--- src/rtl/cpu_pkg.sv ---
// rtl/cpu_pkg.sv - shared CPU types, defaults and fetch output field layout
package cpu_pkg;

  typedef enum logic [1:0] {
    ST_FETCH   = 2'd0,
    ST_DISCARD = 2'd1,
    ST_HALT    = 2'd2
  } fetch_state_e;

  localparam logic [15:0] RESET_PC_DEFAULT    = 16'h0000;
  localparam logic [3:0]  HALT_OPCODE_DEFAULT = 4'hF;

  localparam int OUT_PC_LSB    = 48;
  localparam int OUT_PC2_LSB   = 32;
  localparam int OUT_INSTR_LSB = 16;

  function automatic logic [63:0] pack_outputs(input logic [15:0] pc, input logic [15:0] instr);
    logic [63:0] o;
    o = '0;
    o[OUT_PC_LSB +: 16]    = pc;
    o[OUT_PC2_LSB +: 16]   = pc + 16'd2;
    o[OUT_INSTR_LSB +: 16] = instr;
    return o;
  endfunction

endpackage

--- src/rtl/fetch_buffer.sv ---
// rtl/fetch_buffer.sv - one-entry instruction/pc holding register between fetch and IF/ID
module fetch_buffer (
  input  logic        clk,
  input  logic        rst,
  input  logic        load,
  input  logic        drain,
  input  logic        clear,
  input  logic [15:0] load_pc,
  input  logic [15:0] load_instr,
  output logic        full,
  output logic [15:0] pc,
  output logic [15:0] instr
);

  logic        full_q, full_d;
  logic [15:0] pc_q, pc_d;
  logic [15:0] instr_q, instr_d;

  // Clear wins over load so a redirect drops same-cycle returning data.
  always_comb begin
    full_d  = full_q;
    pc_d    = pc_q;
    instr_d = instr_q;
    if (clear) begin
      full_d = 1'b0;
    end else if (load) begin
      full_d  = 1'b1;
      pc_d    = load_pc;
      instr_d = load_instr;
    end else if (drain) begin
      full_d = 1'b0;
    end
  end

  always_ff @(posedge clk or posedge rst) begin
    if (rst) begin
      full_q  <= 1'b0;
      pc_q    <= 16'h0000;
      instr_q <= 16'h0000;
    end else begin
      full_q  <= full_d;
      pc_q    <= pc_d;
      instr_q <= instr_d;
    end
  end

  assign full  = full_q;
  assign pc    = pc_q;
  assign instr = instr_q;

endmodule

--- src/rtl/fetch_stage.sv ---
// rtl/fetch_stage.sv - instruction fetch FSM with pc, redirect discard and halt handling
module fetch_stage
  import cpu_pkg::*;
#(
  parameter logic [15:0] RESET_PC    = RESET_PC_DEFAULT,
  parameter logic [3:0]  HALT_OPCODE = HALT_OPCODE_DEFAULT
) (
  input  logic        clk,
  input  logic        rst,
  input  logic        stall_in,
  input  logic        branch_taken,
  input  logic [15:0] branch_target,
  output logic        imem_req,
  output logic [15:0] imem_addr,
  input  logic        imem_ready,
  input  logic [15:0] imem_data,
  output logic [3:0]  opcode_out,
  output logic [63:0] outputs,
  output logic        fetch_stall_out,
  output logic        flush_out
);

  fetch_state_e state_q, state_d;
  logic [15:0]  pc_q, pc_d;
  logic [15:0]  tgt_q, tgt_d;
  logic         flush_q, flush_d;

  logic         buf_load;
  logic         buf_full;
  logic [15:0]  buf_pc;
  logic [15:0]  buf_instr;

  always_comb begin
    state_d  = state_q;
    pc_d     = pc_q;
    tgt_d    = tgt_q;
    flush_d  = branch_taken;
    buf_load = 1'b0;
    imem_req = 1'b0;

    // A full buffer may still request when it drains this same cycle.
    case (state_q)
      ST_FETCH:   imem_req = ~buf_full | ~stall_in;
      ST_DISCARD: imem_req = 1'b1;
      default:    imem_req = 1'b0;
    endcase
    if (rst) imem_req = 1'b0;

    if (branch_taken) begin
      if (imem_req && !imem_ready) begin
        tgt_d   = branch_target;
        state_d = ST_DISCARD;
      end else begin
        pc_d    = branch_target;
        state_d = ST_FETCH;
      end
    end else begin
      case (state_q)
        ST_FETCH: begin
          if (imem_req && imem_ready) begin
            buf_load = 1'b1;
            pc_d     = pc_q + 16'd2;
            if (imem_data[15:12] == HALT_OPCODE) state_d = ST_HALT;
          end
        end
        ST_DISCARD: begin
          if (imem_ready) begin
            pc_d    = tgt_q;
            state_d = ST_FETCH;
          end
        end
        default: ;
      endcase
    end
  end

  always_ff @(posedge clk or posedge rst) begin
    if (rst) begin
      state_q <= ST_FETCH;
      pc_q    <= RESET_PC;
      tgt_q   <= 16'h0000;
      flush_q <= 1'b0;
    end else begin
      state_q <= state_d;
      pc_q    <= pc_d;
      tgt_q   <= tgt_d;
      flush_q <= flush_d;
    end
  end

  fetch_buffer u_buf (
    .clk        (clk),
    .rst        (rst),
    .load       (buf_load),
    .drain      (~stall_in),
    .clear      (branch_taken),
    .load_pc    (pc_q),
    .load_instr (imem_data),
    .full       (buf_full),
    .pc         (buf_pc),
    .instr      (buf_instr)
  );

  assign imem_addr       = pc_q;
  assign opcode_out      = buf_full ? buf_instr[15:12] : 4'h0;
  assign outputs         = buf_full ? pack_outputs(buf_pc, buf_instr) : 64'h0;
  assign fetch_stall_out = ~buf_full;
  assign flush_out       = flush_q;

endmodule

--- config.mk ---
export PLATFORM = sky130hd
export DESIGN_NAME = fetch_stage
export DESIGN_NICKNAME = d
export VERILOG_FILES = /design/src/rtl/cpu_pkg.sv /design/src/rtl/fetch_buffer.sv /design/src/rtl/fetch_stage.sv
export SDC_FILE = /design/constraint.sdc
export NUM_CORES = 1
export LEC_CHECK = 0
export ABC_AREA = 1
export CORE_ASPECT_RATIO = 1.75
export CORE_UTILIZATION = 35
export CTS_CLUSTER_SIZE = 40
export DETAILED_ROUTE_END_ITERATION = 7
export HOLD_SLACK_MARGIN = 0.02
export PLACE_DENSITY = 0.64
export RECOVER_POWER = 50
export SYNTH_ARGS = -nofsm -noshare
export SYNTH_HDL_FRONTEND = slang
export SYNTH_SLANG_ARGS = --single-unit
--- constraint.sdc ---
create_clock -name clk -period 2.2 [get_ports clk]
set_input_delay 0.33 -clock clk [delete_from_list [all_inputs] [get_ports clk]]
set_output_delay 0.33 -clock clk [all_outputs]
set_load 0.01 [all_outputs]
Word-level counts from Yosys, hierarchy flattened:

Index checks and enable logic that the tools add are counted.

* register bits after elaboration: 68

* $add $sub $neg: 2
* multiplexer cells: 21
* bitwise operators: 4
* reduce and logical (&&, ||, !) cells: 9
* equal/unequal tests: 7

Operator list (count)
* 16-bit two-way mux: 4
* 64-bit two-way mux: 1
* 16-bit by 2-bit adder with 16-bit output (second input constant): 2
* 16-bit case mux with 2 select lines: 1
* 3-bit != test (second input constant): 3
* 1-bit two-way mux: 8
* 2-bit two-way mux: 4
* 4-bit AND reduction: 2
* 4-bit equality test (second input constant): 1
* 4-bit two-way mux: 1
* 2-bit case mux with 2 select lines: 1
* 2-bit AND reduction: 2
* 3-bit by 1-bit != test with 1-bit output (second input constant): 1
* 1-bit inverter: 3
* 3-bit nonzero test: 1
* 2-bit by 1-bit equality test with 1-bit output (second input constant): 1
* 1-bit logical AND: 2
* 2-bit zero test: 1
* 2-bit != test (second input constant): 1
* 1-bit case mux with 2 select lines: 1
* 1-bit zero test: 1
* 1-bit OR: 1

Depth between registers and ports, before layout:

Gate-level depths: netlist of run 1.

* depth in word-level cells: 10
* depth in mapped cells: 10
* depth with buffers taken out: 10

Hierarchy:

A second synthesis of run 1 with hierarchy kept.

* cell total of the unflattened synthesis: 622
* area total of the unflattened synthesis: 4277.9 um2

By module, submodules not included
* fetch_stage: cells an instance 477, instances 1, seq. area each 875.8 um2, area an instance 2851.5 um2
* fetch_buffer: cells an instance 145, instances 1, seq. area each 825.8 um2, area an instance 1426.4 um2

Worst setup path after synthesis of run 1:

No wires, ideal clock.

* path kind: flip-flop to output port
* from: reg u_buf.pc_q[1], in the netlist u_buf.pc[1]
* to: out outputs[47]
* data arrival time: 1.336 ns
* setup slack: 0.534 ns
* cell stages (with the launch flop): 8
* cells stage by stage: dfrtp_1 ha_1 nand3_1 inv_1 nand3_1 nor2_1 nor2_1 nor3b_1

* word-level cells in the longest chain between the ends: 2

RTL lines
* from (decl): line fetch_buffer.sv:16 `logic [15:0] pc_q, pc_d;`
* from (signal assigned): line fetch_buffer.sv:42 `pc_q <= pc_d;`
* 16-bit by 2-bit adder with 16-bit output: line cpu_pkg.sv:21 `o[OUT_PC2_LSB +: 16] = pc + 16'd2;`
* 64-bit two-way mux: line fetch_stage.sv:106 `assign outputs = buf_full ? pack_outputs(buf_pc, buf_instr) : 64'h0;`
* to (decl): line fetch_stage.sv:18 `output logic [63:0] outputs,`

No other way between the ends.

Worst setup path after layout of run 1:

* from: reg u_buf.pc_q[2], in the netlist u_buf.pc[2]
* to: out outputs[35]

The elaborated chain is that of the path after synthesis.

==> impl_metrics.py, run 1 <==
metrics = {
    "timing": {
        "setup_slack_ns": 0.07487,
        "timing.setup.tns_ns": 0,
        "final_max_slew_viol_count": 0,
        "finClkSkew_ns": 0.007236,
        "period_minus_slack_ns": 2.125,
        "timing.fmax_ghz": 0.4706,
        "fin_crit_sh": 0.9660,
        "setup_viol": 0,
        "max_slew.worst_pin.slew_ns": 0.9642,
        "slew_headroom": 0.3572,
        "final_hold_viol_count": 0,
        "rsz0062_at_grt": "no",
    },
    "finish": {
        "diodes": 0,
        "final_cells": 856,
        "final_cell_mix": "213 x nand2_1, 93 x clkdlybuf4s50_1, 82 x inv_1",
        "nets": 755,
        "area_delta_synth_final_pct": 33.73,
        "drive_gt1_frac": 0.1096,
        "final_util": 0.4860,
        "layout_commonest_cell": "nand2_1",
    },
    "yosys": {
        "synth.distinct_cells": 32,
        "ys_seq_area_frac": 0.4020,
        "syn-cell-area_mm2": 0.004233,
        "yosys_warnings": 0,
        "synth_cells": 606,
        "yosys_register_bits": 68,
        "syn_area_per_cell_um2": 6.985,
    },
    "power": {
        "powerDensity_mw_per_mm2": 1066,
        "ir_worst_vdd_mv": 0.4529,
        "leakagePower_uw": 0.002975,
    },
    "drt": {
        "drtAntennaViolNets": 0,
        "vias": 3985,
        "viasPerCell": 4.655,
        "dr.pass1.iters": 4,
        "wl_per_cell_um": 12.36,
        "drt_wl_total_um": 10580,
        "drt_iter0_markers": 155,
        "drc": 0,
    },
    "hold_path": {
        "hold_class": "flip-flop to flip-flop",
        "hold_depth": 2,
    },
    "worst_setup_path": {
        "critical_path_required_ns": 1.87,
        "worstPathArrival_ns": 1.80,
        "cp_max_fo": 2,
        "critPathKind": "flip-flop to primary output",
        "endpoint_kind": "primary output",
        "r2r_cells": 10,
        "start_kind": "flip-flop",
    },
    "cts": {
        "cts_sinks": 68,
        "tritoncts": "yes",
        "root_buffer": "clkbuf_16",
        "path_clk_slew_ns": 0.05,
        "cts_max_level": 3,
        "numCtsBuffers": 9,
        "clock_path_buffers": 2,
        "clk_latency_ns": 0.33,
    },
    "placed_design": {
        "dpl_worst_slack_ns": 0.002840,
        "gp_congestion": 0.8893,
        "dp_hpwl_um": 8045,
        "port_buffers": 107,
        "place_inst": 832,
    },
    "floorplan": {
        "start_util": 0.3635,
        "die_h_um": 147.5,
        "die_w_um": 85.13,
        "rows": 52,
        "io_pins": 124,
        "fp.coreArea_mm2": 0.01165,
        "die_area_mm2": 0.01256,
    },
    "global_route": {
        "antenna_found_initial": 0,
        "grt_pass1_wl_um": 17550,
        "grt_usage": 0.1748,
        "grt_max_degree": 66,
        "first_global_vias": 3744,
        "grt-ovfl-total": 0,
    },
    "flow_run": {
        "drv_cap": 0,
    },
    "run_status": {
        "status": "complete, no violations",
    },
}
==> routing by layer <==
metal / up-vias / global-route usage / wire, um
li1: 2042 / - / -
met1: 1800 / 0.2020 / 4363
met2: 127 / 0.3125 / 5556
met3: 16 / 0.03183 / 445
met4: 0 / 0.07373 / 213
met5: - / 0 / 0
==> path summary, 6_finish.rpt <==
path,startpoint,end,slack (ns)
setup / recovery,u_buf.pc[2],outputs[35],0.07
hold / removal,tgt_q[3],tgt_q[3],0.48
setup reg to reg,u_buf.full,imem_addr[11],0.22
hold reg to reg,tgt_q[3],tgt_q[3],0.48
max in group asynchronous,rst,u_buf.pc[4],0.72
min in group asynchronous,rst,imem_addr[0],0.71
==> sequential cells by signal, indices dropped and copies added (netlist names) <==
signal / flops
imem_addr: 16
u_buf.full: 1
u_buf.instr: 16
state_q: 2
tgt_q: 16
u_buf.pc: 16
flush_out: 1
==> cells by family after synthesis <==
kind of cell	share of synthesized area
other	0.0008859
AO/OA/AOI/OAI	0.1052
buffers and inverters	0.1614
AND/OR/NAND/NOR	0.3142
XOR/XNOR	0.01035
flip-flops	0.4020
adder cells (fa/ha/maj)	0.005911
==> timing repair <==
action,4_1_cts,5_1_grt
hold buffers,0,0
buffers inserted,4,4
gates resized for setup,23,21
setup endpoints to repair,19,10
pin swaps,3,7
==> cell usage after synthesis <==
cell / instances / area, um^2
nor2_8: 1 / 20.02
ha_1: 2 / 25.02
o211ai_1: 1 / 7.510
o21ai_2: 20 / 175.2
buf_6: 9 / 101.4
buf_2: 5 / 25.02
or2_2: 2 / 12.51
nand3_2: 1 / 10.01
nor3_2: 3 / 30.03
clkbuf_1: 8 / 30.03
nor3_1: 5 / 25.02
xor2_1: 4 / 35.03
inv_2: 4 / 15.01
nand2_2: 2 / 12.51
nor3b_1: 1 / 7.510
nor2_1: 45 / 168.9
inv_1: 87 / 326.6
nand2_1: 213 / 799.5
dfrtp_1: 68 / 1702
xnor2_1: 1 / 8.760
buf_4: 23 / 172.7
o31ai_1: 1 / 7.510
and2_1: 1 / 6.260
nand3_1: 35 / 175.2
clkinv_1: 1 / 3.750
conb_1: 1 / 3.750
a21oi_1: 7 / 35.03
o21ai_0: 37 / 185.2
inv_6: 1 / 8.760
o21ai_1: 7 / 35.03
nand4_1: 7 / 43.79
nor2_2: 3 / 18.77
==> per-stage QoR <==
stage / power [uW] / instance area, um^2 / hold slack [ns]
after detailed placement: 4635 / 5335 / 0.4607
final: 6032 / 5660 / 0.4772
after global placement: 4553 / 5335 / 0.4569
after floorplan: 3749 / 4289 / 0.3614
after CTS: 6154 / 5690 / 0.4759
after global routing: 6532 / 5660 / 0.4901
==> final cells by class <==
type,instances,area (um^2)
Clock buffer,12,256.5
Clock inverter,4,47.55
Fill cell,1160,5986
Inverter,93,354.1
Multi-Input combinational cell,415,1904
Sequential cell,68,1707
Tap cell,135,168.9
Timing Repair Buffer,129,1222
==> worst max-delay path, stage by stage (launching register included) <==
cell and delay, ns:
dfrtp_1 0.39, ha_2 0.20, buf_4 0.13, xnor2_1 0.12
nor2_1 0.09, clkdlybuf4s50_1 0.54
==> where the power goes <==
group          internal [uW]  switching [uW]  total (uW)
logic                    984            1260        2250
clock network            934             500        1430
registers               1810             542        2350
total                   3730            2300        6030
No activity file was read; power rests on OpenSTA's default activity.
==> run 2: changes to the inputs <==
Settings changed: SKIP_CTS_REPAIR_TIMING set to 1.
==> run 2 against run 1 <==
  * Clock power about the same
  * Maximum frequency increased by 0.52%
  * Register-to-register slack improved by 0.31 ns
  * Clock-buffer cell count did not move
  * Setup slack gained 0.011 ns
  * Non-clock buffer count did not move
  * Combinational power increased by 5%
  * Final cell count unchanged
  * Clock skew about the same
  * Critical path type unchanged
  * Largest cell class unchanged
  * Largest power group is now combinational cells
  * Highest routed layer unchanged
==> impl_metrics.py, run 2 (synthesis gave the netlist of run 1 again) <==
metrics = {
    "drt": {
        "vias": 3935,
        "drt_wl_total_um": 10480,
        "drtAntennaViolNets": 0,
        "drc": 0,
        "viasPerCell": 4.597,
        "wl_per_cell_um": 12.24,
        "dr.pass1.iters": 5,
        "drt_iter0_markers": 150,
    },
    "timing": {
        "finClkSkew_ns": 0.006977,
        "final_max_slew_viol_count": 0,
        "period_minus_slack_ns": 2.114,
        "max_slew.worst_pin.slew_ns": 0.9548,
        "final_hold_viol_count": 0,
        "setup_viol": 0,
        "timing.fmax_ghz": 0.4730,
        "fin_crit_sh": 0.9609,
        "slew_headroom": 0.3635,
        "rsz0062_at_grt": "no",
        "setup_slack_ns": 0.08593,
    },
    "finish": {
        "layout_commonest_cell": "nand2_1",
        "final_area_mm2": 0.005768,
        "final_cell_mix": "213 x nand2_1, 94 x clkdlybuf4s50_1, 82 x inv_1",
        "final_cells": 856,
        "drive_gt1_frac": 0.1290,
        "area_delta_synth_final_pct": 36.27,
        "diodes": 0,
        "final_util": 0.4953,
        "nets": 755,
    },
    "worst_setup_path": {
        "path_depth": 5,
        "rrSetupSlack_ns": 0.53,
        "worstPathArrival_ns": 1.78,
        "critPathKind": "flip-flop to primary output",
        "cp_num_buf_inv": 3,
        "r2r_cells": 8,
        "critPathMaxStageDelay_ns": 0.53,
        "crit_start": "u_buf.full",
        "critical_path_required_ns": 1.87,
        "crit_family": "buffers and inverters",
        "cp_max_fo": 8,
        "crit_slowest_cell": "clkdlybuf4s50_1",
        "endpoint_kind": "primary output",
        "r2r_start": "imem_addr[2]",
        "start_kind": "flip-flop",
        "r2r_end": "imem_addr[15]",
        "cp_cell_sequence": "buf_4 > nand3_1 > nand2_1 > inv_2 > clkdlybuf4s50_1",
    },
    "placed_design": {
        "dpl_worst_slack_ns": 0.002840,
        "post_dp_cell_area_mm2": 0.005335,
        "port_buffers": 107,
        "dp_hpwl_um": 8045,
        "place_inst": 832,
        "gp_congestion": 0.8893,
    },
    "cts": {
        "clock_path_buffers": 2,
        "numCtsBuffers": 9,
        "cts_max_level": 3,
        "tritoncts": "yes",
        "cts_sinks": 68,
        "clk_latency_ns": 0.33,
        "path_clk_slew_ns": 0.06,
        "root_buffer": "clkbuf_16",
    },
    "power": {
        "combPwrFrac": 0.385,
        "p_int_uw": 3802,
        "p_sw_frac": 0.3826,
        "ir_worst_vdd_mv": 0.4555,
        "switchingPower_uw": 2356,
        "clkPwrFrac": 0.232,
        "leakagePower_uw": 0.003123,
        "powerDensity_mw_per_mm2": 1068,
        "pwr-share-seq": 0.383,
        "power_uw": 6158,
    },
    "hold_path": {
        "hold_depth": 2,
        "hp-start": "tgt_q[6]",
        "hold_class": "flip-flop to flip-flop",
        "whs_endpoint": "tgt_q[6]",
    },
    "flow_run": {
        "drv_cap": 0,
    },
    "global_route": {
        "grt_usage": 0.1735,
        "grt_pass1_wl_um": 17420,
        "grt_max_degree": 66,
        "grt-ovfl-total": 0,
        "antenna_found_initial": 0,
        "first_global_vias": 3717,
    },
    "run_status": {
        "status": "complete, no violations",
    },
    "floorplan": {
        "die_w_um": 85.13,
        "start_util": 0.3635,
        "die_area_mm2": 0.01256,
        "io_pins": 124,
        "rows": 52,
        "die_h_um": 147.5,
        "fp.coreArea_mm2": 0.01165,
    },
}
run 2: final cells by class:
class,instances,area (um^2)
Fill cell,1125,5878
Multi-Input combinational cell,415,1954
Sequential cell,68,1707
Timing Repair Buffer,129,1276
Inverter,93,357.8
Clock buffer,12,256.5
Tap cell,135,168.9
Clock inverter,4,47.55
run 2: how the worst max path moves through the flow:
stage | end | slack (ns)
floorplan | flush_out | 0.16
global placement | outputs[47] | 0.04
detailed placement | outputs[45] | 0.003
CTS | outputs[45] | -0.34
global route | imem_req | 0.0006
finish | imem_req | 0.09
run 2: power groups by stage:
stage | logic [uW] | clock network, uW | registers [uW]
global placement | 2230 | 0 | 2330
global route | 2690 | 1540 | 2430
CTS | 2300 | 1470 | 2340
finish | 2370 | 1430 | 2360
detailed placement | 2280 | 0 | 2360
floorplan | 1490 | 0 | 2260
run 2: worst min-delay path, stage by stage, from the launching register on:
cell and delay (ns):
dfrtp_1 0.33, nand2_1 0.05, nand2_1 0.05
run 2: stage by stage:
stage / hold WS [ns] / setup TNS (ns)
final: 0.4753 / 0
after global routing: 0.4901 / 0
after CTS: 0.4759 / -2.254
after detailed placement: 0.4607 / 0
after global placement: 0.4569 / 0
after floorplan: 0.3614 / 0
run 2: per-layer routing:
layer | track usage | wire length, um
met1 | 0.2009 | 4353
met2 | 0.3125 | 5577
met3 | 0.03127 | 403
met5 | 0 | 0
met4 | 0.06780 | 146
==> run 3: changes to the inputs <==
Settings changed: CTS_CLUSTER_SIZE 40 to not set.
==> results of run 3 <==
Same layout as run 2: the final DEF is identical, and so are final timing and power.
